==> src/rtl/arena_access_arbiter.sv <==
// Arbitrates the arena cell RAM and VGA plot strobe among the initialiser, bomb controller and player.
// One transaction at a time: latch the winner, write (mirrored as a plot) or read after a fixed latency, then ack.
module arena_access_arbiter #(
    parameter logic [3:0] MAX_X     = 4'd11,
    parameter logic [3:0] MAX_Y     = 4'd9,
    parameter int         RD_LAT    = 2,
    parameter logic [2:0] WALL_CODE = 3'b010
) (
    input  logic        clk,
    input  logic        resetn,
    input  logic [2:0]  req,
    input  logic [2:0]  req_wr,
    input  logic [11:0] req_x,
    input  logic [11:0] req_y,
    input  logic [8:0]  req_wdata,
    output logic [2:0]  gnt,
    output logic [2:0]  ack,
    output logic [2:0]  rdata,
    output logic        addr_err,
    output logic        busy,
    output logic [3:0]  ram_x,
    output logic [3:0]  ram_y,
    output logic        ram_wren,
    output logic [2:0]  ram_wdata,
    input  logic [2:0]  ram_q,
    output logic [3:0]  vga_x,
    output logic [3:0]  vga_y,
    output logic [2:0]  vga_colour,
    output logic        plot
);

    typedef enum logic [1:0] {S_IDLE, S_ACCESS, S_WAIT, S_DONE} state_t;

    localparam logic [2:0] LAT_LAST = 3'(RD_LAT - 1);

    // Handshake: a requester holds req[i] (and its fields) until it sees ack[i]; gnt[i] stays high from
    // the cycle after arbitration through the ack cycle; req[i] must be low in the cycle after ack[i].
    state_t      state_q, state_d;
    logic [1:0]  win_q, win_d, win_c;
    logic [3:0]  x_q, x_d, y_q, y_d;
    logic        wr_q, wr_d;
    logic [2:0]  wdata_q, wdata_d;
    logic        err_q, err_d;
    logic [2:0]  cnt_q, cnt_d;
    logic [2:0]  rdata_q, rdata_d;
    logic        ptr_q, ptr_d;      // 1 = requester 2 wins the next 1-vs-2 tie
    logic        in_range;
    logic [2:0]  win_oh;

    assign in_range = (x_q <= MAX_X) && (y_q <= MAX_Y);
    assign win_oh   = 3'b001 << win_q;

    always_comb begin
        win_c = 2'd2;
        if (req[0])                win_c = 2'd0;
        else if (req[1] && req[2]) win_c = ptr_q ? 2'd2 : 2'd1;
        else if (req[1])           win_c = 2'd1;
    end

    always_comb begin
        state_d = state_q;
        win_d   = win_q;
        x_d     = x_q;
        y_d     = y_q;
        wr_d    = wr_q;
        wdata_d = wdata_q;
        err_d   = err_q;
        cnt_d   = cnt_q;
        rdata_d = rdata_q;
        ptr_d   = ptr_q;
        case (state_q)
            S_IDLE: begin
                if (|req) begin
                    win_d = win_c;
                    err_d = 1'b0;
                    case (win_c)
                        2'd0: begin
                            x_d = req_x[3:0]; y_d = req_y[3:0];
                            wr_d = req_wr[0]; wdata_d = req_wdata[2:0];
                        end
                        2'd1: begin
                            x_d = req_x[7:4]; y_d = req_y[7:4];
                            wr_d = req_wr[1]; wdata_d = req_wdata[5:3];
                        end
                        default: begin
                            x_d = req_x[11:8]; y_d = req_y[11:8];
                            wr_d = req_wr[2]; wdata_d = req_wdata[8:6];
                        end
                    endcase
                    if (win_c != 2'd0) ptr_d = (win_c == 2'd1);
                    state_d = S_ACCESS;
                end
            end
            S_ACCESS: begin
                if (!in_range) begin
                    err_d = 1'b1;
                    if (!wr_q) rdata_d = WALL_CODE;
                    state_d = S_DONE;
                end else if (wr_q) begin
                    state_d = S_DONE;
                end else begin
                    cnt_d   = 3'd0;
                    state_d = S_WAIT;
                end
            end
            S_WAIT: begin
                cnt_d = cnt_q + 3'd1;
                if (cnt_q == LAT_LAST) begin
                    rdata_d = ram_q;
                    state_d = S_DONE;
                end
            end
            default: state_d = S_IDLE;
        endcase
    end

    always_ff @(posedge clk or negedge resetn) begin
        if (!resetn) begin
            state_q <= S_IDLE;
            win_q   <= 2'd0;
            x_q     <= 4'd0;
            y_q     <= 4'd0;
            wr_q    <= 1'b0;
            wdata_q <= 3'd0;
            err_q   <= 1'b0;
            cnt_q   <= 3'd0;
            rdata_q <= 3'd0;
            ptr_q   <= 1'b1;
        end else begin
            state_q <= state_d;
            win_q   <= win_d;
            x_q     <= x_d;
            y_q     <= y_d;
            wr_q    <= wr_d;
            wdata_q <= wdata_d;
            err_q   <= err_d;
            cnt_q   <= cnt_d;
            rdata_q <= rdata_d;
            ptr_q   <= ptr_d;
        end
    end

    // Outputs decode from the registered state so reset clears them without waiting for a clock.
    assign busy       = (state_q != S_IDLE);
    assign gnt        = busy ? win_oh : 3'b000;
    assign ack        = (state_q == S_DONE) ? win_oh : 3'b000;
    assign addr_err   = (state_q == S_DONE) && err_q;
    assign rdata      = rdata_q;
    assign ram_x      = x_q;
    assign ram_y      = y_q;
    assign ram_wren   = (state_q == S_ACCESS) && in_range && wr_q;
    assign ram_wdata  = wdata_q;
    assign plot       = ram_wren;
    assign vga_x      = x_q;
    assign vga_y      = y_q;
    assign vga_colour = wdata_q;

endmodule
==> config.mk <==
export PLATFORM = sky130hd
export DESIGN_NAME = arena_access_arbiter
export DESIGN_NICKNAME = d
export VERILOG_FILES = /design/src/rtl/arena_access_arbiter.sv
export SDC_FILE = /design/constraint.sdc
export NUM_CORES = 1
export LEC_CHECK = 0
export CAP_MARGIN = 5
export CELL_PAD_IN_SITES_DETAIL_PLACEMENT = 0
export CELL_PAD_IN_SITES_GLOBAL_PLACEMENT = 1
export CORE_UTILIZATION = 28
export CTS_CLUSTER_SIZE = 24
export DETAILED_ROUTE_END_ITERATION = 8
export HOLD_SLACK_MARGIN = 0.08
export PLACE_DENSITY_LB_ADDON = 0.1
export SLEW_MARGIN = 10
export SYNTH_ARGS = -nofsm -noshare
export SYNTH_HDL_FRONTEND = slang
export SYNTH_SLANG_ARGS = --single-unit
==> constraint.sdc <==
create_clock -name clk -period 1.8 [get_ports clk]
set_input_delay 0.36 -clock clk [delete_from_list [all_inputs] [get_ports clk]]
set_output_delay 0.36 -clock clk [all_outputs]
set_load 0.01 [all_outputs]
Word-level counts from Yosys, hierarchy flattened
Index checks and enable logic that the tools add are counted.

Add/subtract/negate cells: 1. $lt $le $gt $ge: 2. Equality and inequality tests: 10. Shift operators: 1. Mux-type cells: 25. Reductions and logical operators: 18.

Operators by type and width (count): 3-bit two-way mux (7); 3-bit case mux with 2 select lines (3); 4-bit case mux with 2 select lines (2); 2-bit two-way mux (6); 2-bit inequality test, second input constant (5); 3-bit AND reduction (3); 4-bit less-or-equal comparator, second input constant (2); 2-bit nonzero test (4); 2-bit case mux with 3 select lines (1); 1-bit logical AND (5); 2-bit by 1-bit equality test with 1-bit output, second input constant (2); 2-bit equality test, second input constant (2); 2-bit logical NOT (2); 1-bit two-way mux (4); 1-bit case mux with 2 select lines (2); 2-bit AND reduction (2); 4-bit AND reduction (1); 3-bit by 1-bit adder with 3-bit output, second input constant (1); 3-bit by 1-bit equality test with 1-bit output, second input constant (1); 3-bit OR reduction (1); 1-bit by 2-bit left shift with 3-bit output, first input constant (1).

Register bits: 24. Output and inout bits: 35.

Logic depth before layout (Yosys ltp)
Word-level depth: 5. Gate-level depth with buffers: 8. Mapped depth without buffers: 6.

Worst setup path after synthesis
No wires, ideal clock.

Kind: reg2reg. Start: register state_q[0]. End: register rdata_q[1] (netlist: rdata[1]). Setup time: 125 ps. Arrival time: 1460 ps. Data required time: 1675 ps. Setup slack: 215 ps. Stages on the path, launching flop included: 6. Path buffers: 1. Period minus slack after synthesis: 1585 ps. Cells stage by stage: dfrtp_1 > inv_1 > ha_1 > buf_2 > a221oi_4 > mux2_4.

Cells in the longest elaborated chain, start to end: 3. Elaborated cells between the ends (all ways): 8.

RTL lines: start, declared (RTL line 38) `state_t state_q, state_d;`; start signal, assigned (RTL line 130) `state_q <= state_d;`; 2-bit by 1-bit equality test with 1-bit output or 2-bit equality test (tied branches) (RTL line 71) `case (state_q)`; 2-bit inequality test (no source line) or 2-bit nonzero test (tied branches); 4-bit AND reduction (no source line); end signal, assigned (RTL line 138) `rdata_q <= rdata_d;`; end, declared (RTL line 45) `logic [2:0] rdata_q, rdata_d;`.

Several ways; a longest one is shown, not always the timed one. A chain may end at the register's enable or synchronous reset.

Worst setup path after layout
Start: register state_q[0]. End: output port addr_err.

Cells in the longest elaborated chain, start to end: 2.

RTL lines: 2-bit equality test (RTL line 147) `assign addr_err = (state_q == S_DONE) && err_q;`; 1-bit logical AND (RTL line 147); end, declared (RTL line 19) `output logic addr_err,`.

No other way between the ends.

==> impl_metrics.json <==
{
  "synth_area_leaders": "dfrtp_1, nand2_1, buf_4",
  "preCtsSetupSlack_ns": -0.0939,
  "ys.flop_type": "dfrtp_1",
  "die_area_um2": 5660,
  "drtAntennaViolNets": 0,
  "cp-start-kind": "flip-flop",
  "synth_top_area_frac": 0.383,
  "fin_nets": 313,
  "ios": 79,
  "die_x_um": 75.3,
  "numCtsBuffers": 3,
  "fmax_mhz": 576,
  "dp.cells": 326,
  "maxCapViolCount": 0,
  "clockBufferDepth": 2,
  "fin_crit_ns": 1.74,
  "insertedDiodeCount": 0,
  "port_buffers": 78,
  "fin_skew_ns": 0.00518,
  "insertion_delay_ns": 0.27,
  "die_h_um": 75.3,
  "hold_viol_final": 0,
  "syn_area_per_cell_um2": 8.84,
  "rows": 26,
  "async_reset_ff_frac": 1.00,
  "setup_ws_ns": 0.0649,
  "syn-num-nets": 221,
  "via_per_inst": 4.64,
  "slew_headroom": 0.744,
  "synth.cell_area_um2": 1500,
  "clock-sinks": 24,
  "leakage_nw": 1.14,
  "dr.pass1.iters": 4,
  "worstPathMaxFanout": 4,
  "cts-root-buf": "clkbuf_8",
  "fin_cells": 331,
  "place_congestion": 0.772,
  "crit_required_ns": 1.44,
  "initial_utilization": 0.292,
  "reg2reg_depth": 9,
  "grt_max_degree": 25,
  "cts_max_level": 1,
  "clk_pin_slew_ns": 0.09,
  "synth_edf_count": 0,
  "grt_pass1_wl_mm": 6.94,
  "hpwl_mm": 3.46,
  "synthCells": 170,
  "drt_iter0_markers": 51,
  "antenna_found_initial": 0,
  "yosysUniqueCellTypes": 33,
  "globalRoute.totalOverflow": 0,
  "drive_gt1_frac": 0.211,
  "power.density_nw_per_um2": 1560,
  "min_path_type": "in -> async",
  "status": "finished clean",
  "crit_type": "reg -> out",
  "drc": 0,
  "area_growth_pct": 69.2,
  "setup_violations": 0,
  "coreArea_um2": 5140,
  "cp-end-kind": "primary output",
  "wirelength_mm": 4.31,
  "worst_pin_slew_ns": 0.384,
  "synth_top_cell_by_area": "dfrtp_1",
  "ir_worst_vdd_v": 0.000646,
  "yosys_warnings": 0,
  "crit_arrival_ns": 1.38,
  "grt_util_all_layers": 0.162,
  "cts_tree": "yes",
  "timing.final.crit_share": 0.964,
  "vias": 1535,
  "grt_pass1_vias": 1472,
  "wl_per_cell_um": 13.0,
  "synth-seq-cells": 24,
  "maxSlewViolCount": 0,
  "seq_area_frac_synth": 0.400,
  "p_total_mw": 3.96
}
## per-layer routing
layer,GRT usage,share of wire,vias up
met4,0.0329,0.0056,0
met2,0.286,0.52,43
met5,0,0,-
li1,-,-,761
met3,0.0361,0.049,5
met1,0.204,0.43,726
## path summary, 6_finish.rpt
path / end / slack [ns] / from
worst max register to register: ram_x[2]$_DFFE_PN0P_ / 0.12 / state_q[1]$_DFFE_PN0P_
worst min-delay path: cnt_q[0]$_DFFE_PN0P_ / 0.44 / resetn
max in group asynchronous: ptr_q$_DFFE_PN1P_ / 1.06 / resetn
worst min register to register: ptr_q$_DFFE_PN1P_ / 0.50 / ptr_q$_DFFE_PN1P_
worst max-delay path: addr_err / 0.06 / state_q[0]$_DFFE_PN0P_
min in group clk: ptr_q$_DFFE_PN1P_ / 0.50 / ptr_q$_DFFE_PN1P_
## metrics by stage
step | hold slack (ns) | utilization | area, µm² | setup TNS [ns]
floorplan | 0.0644 | - | 1500 | 0
global placement | 0.483 | 0.476 | 2450 | -0.0478
detailed placement | 0.487 | 0.476 | 2450 | -0.296
CTS | 0.453 | 0.494 | 2540 | -0.0159
global route | 0.452 | 0.495 | 2540 | -0.00272
finish | 0.438 | 0.495 | 2540 | 0
## cells in the mapped netlist (all sizes together), types with 6 or more instances
cell type,count
a21oi,16
o21ai,10
ha,7
dfrtp,23
nand2,30
a221oi,6
nor2,10
o221ai,7
buf,17
inv,13
## registers in the layout (all words and copies together), names as in the netlist
| register | count |
|---|---|
| win_q | 2 |
| ptr_q | 1 |
| ram_wdata | 3 |
| wr_q | 1 |
| rdata | 3 |
| state_q | 2 |
| err_q | 1 |
| ram_y | 4 |
| ram_x | 4 |
| cnt_q | 3 |
## kinds of logic after synthesis
kind of cell    count (synthesis)  synth area share
simple gates                   59             0.184
compound gates                 46             0.222
buf+inv                        31             0.112
flops                          24             0.401
fa+ha+maj                       7            0.0583
mux                             3            0.0233
## final cells by class
cell class                 instances  area [µm²]
timing repair buffer             105         938
multi-input combinational        115         792
clock inverter                     1        30.0
sequential                        24         602
tap                               70        87.6
fill                             521        2600
clock buffer                       3        41.3
inverter                          13        51.3
## report_power, final
| group | leakage (nW) | switching [mW] | internal, mW |
|---|---|---|---|
| logic | 0.810 | 1.15 | 1.33 |
| clock network | 0.0357 | 0.181 | 0.297 |
| registers | 0.290 | 0.205 | 0.792 |
| total | 1.14 | 1.54 | 2.42 |
## layout by cell type (no fill, tap or decap), types with 3 or more instances in the layout
cell type	count
o221ai_1	7
o21ai_0	5
dfrtp_1	23
buf_4	27
nor2b_1	3
clkbuf_2	5
inv_1	12
a21oi_1	16
nor2_1	9
nor3_1	3
clkbuf_8	3
buf_2	4
and3b_1	3
clkdlybuf4s50_1	68
nand2_1	30
nand2b_1	3
o21ai_1	4
a221oi_2	3
ha_1	4
## critical path, stage by stage, from the launching register on
cell,delay (ns)
dfrtp_1,0.40
buf_4,0.16
ha_2,0.19
and2_1,0.13
clkdlybuf4s15_1,0.22
## what timing repair did
action,4_1_cts,5_1_grt
hold buffers,0,0
buffers inserted,1,0
resized for setup,29,19
endpoints found under the setup margin,10,13
pin swaps,0,1
(Power assumes the default switching activity.)
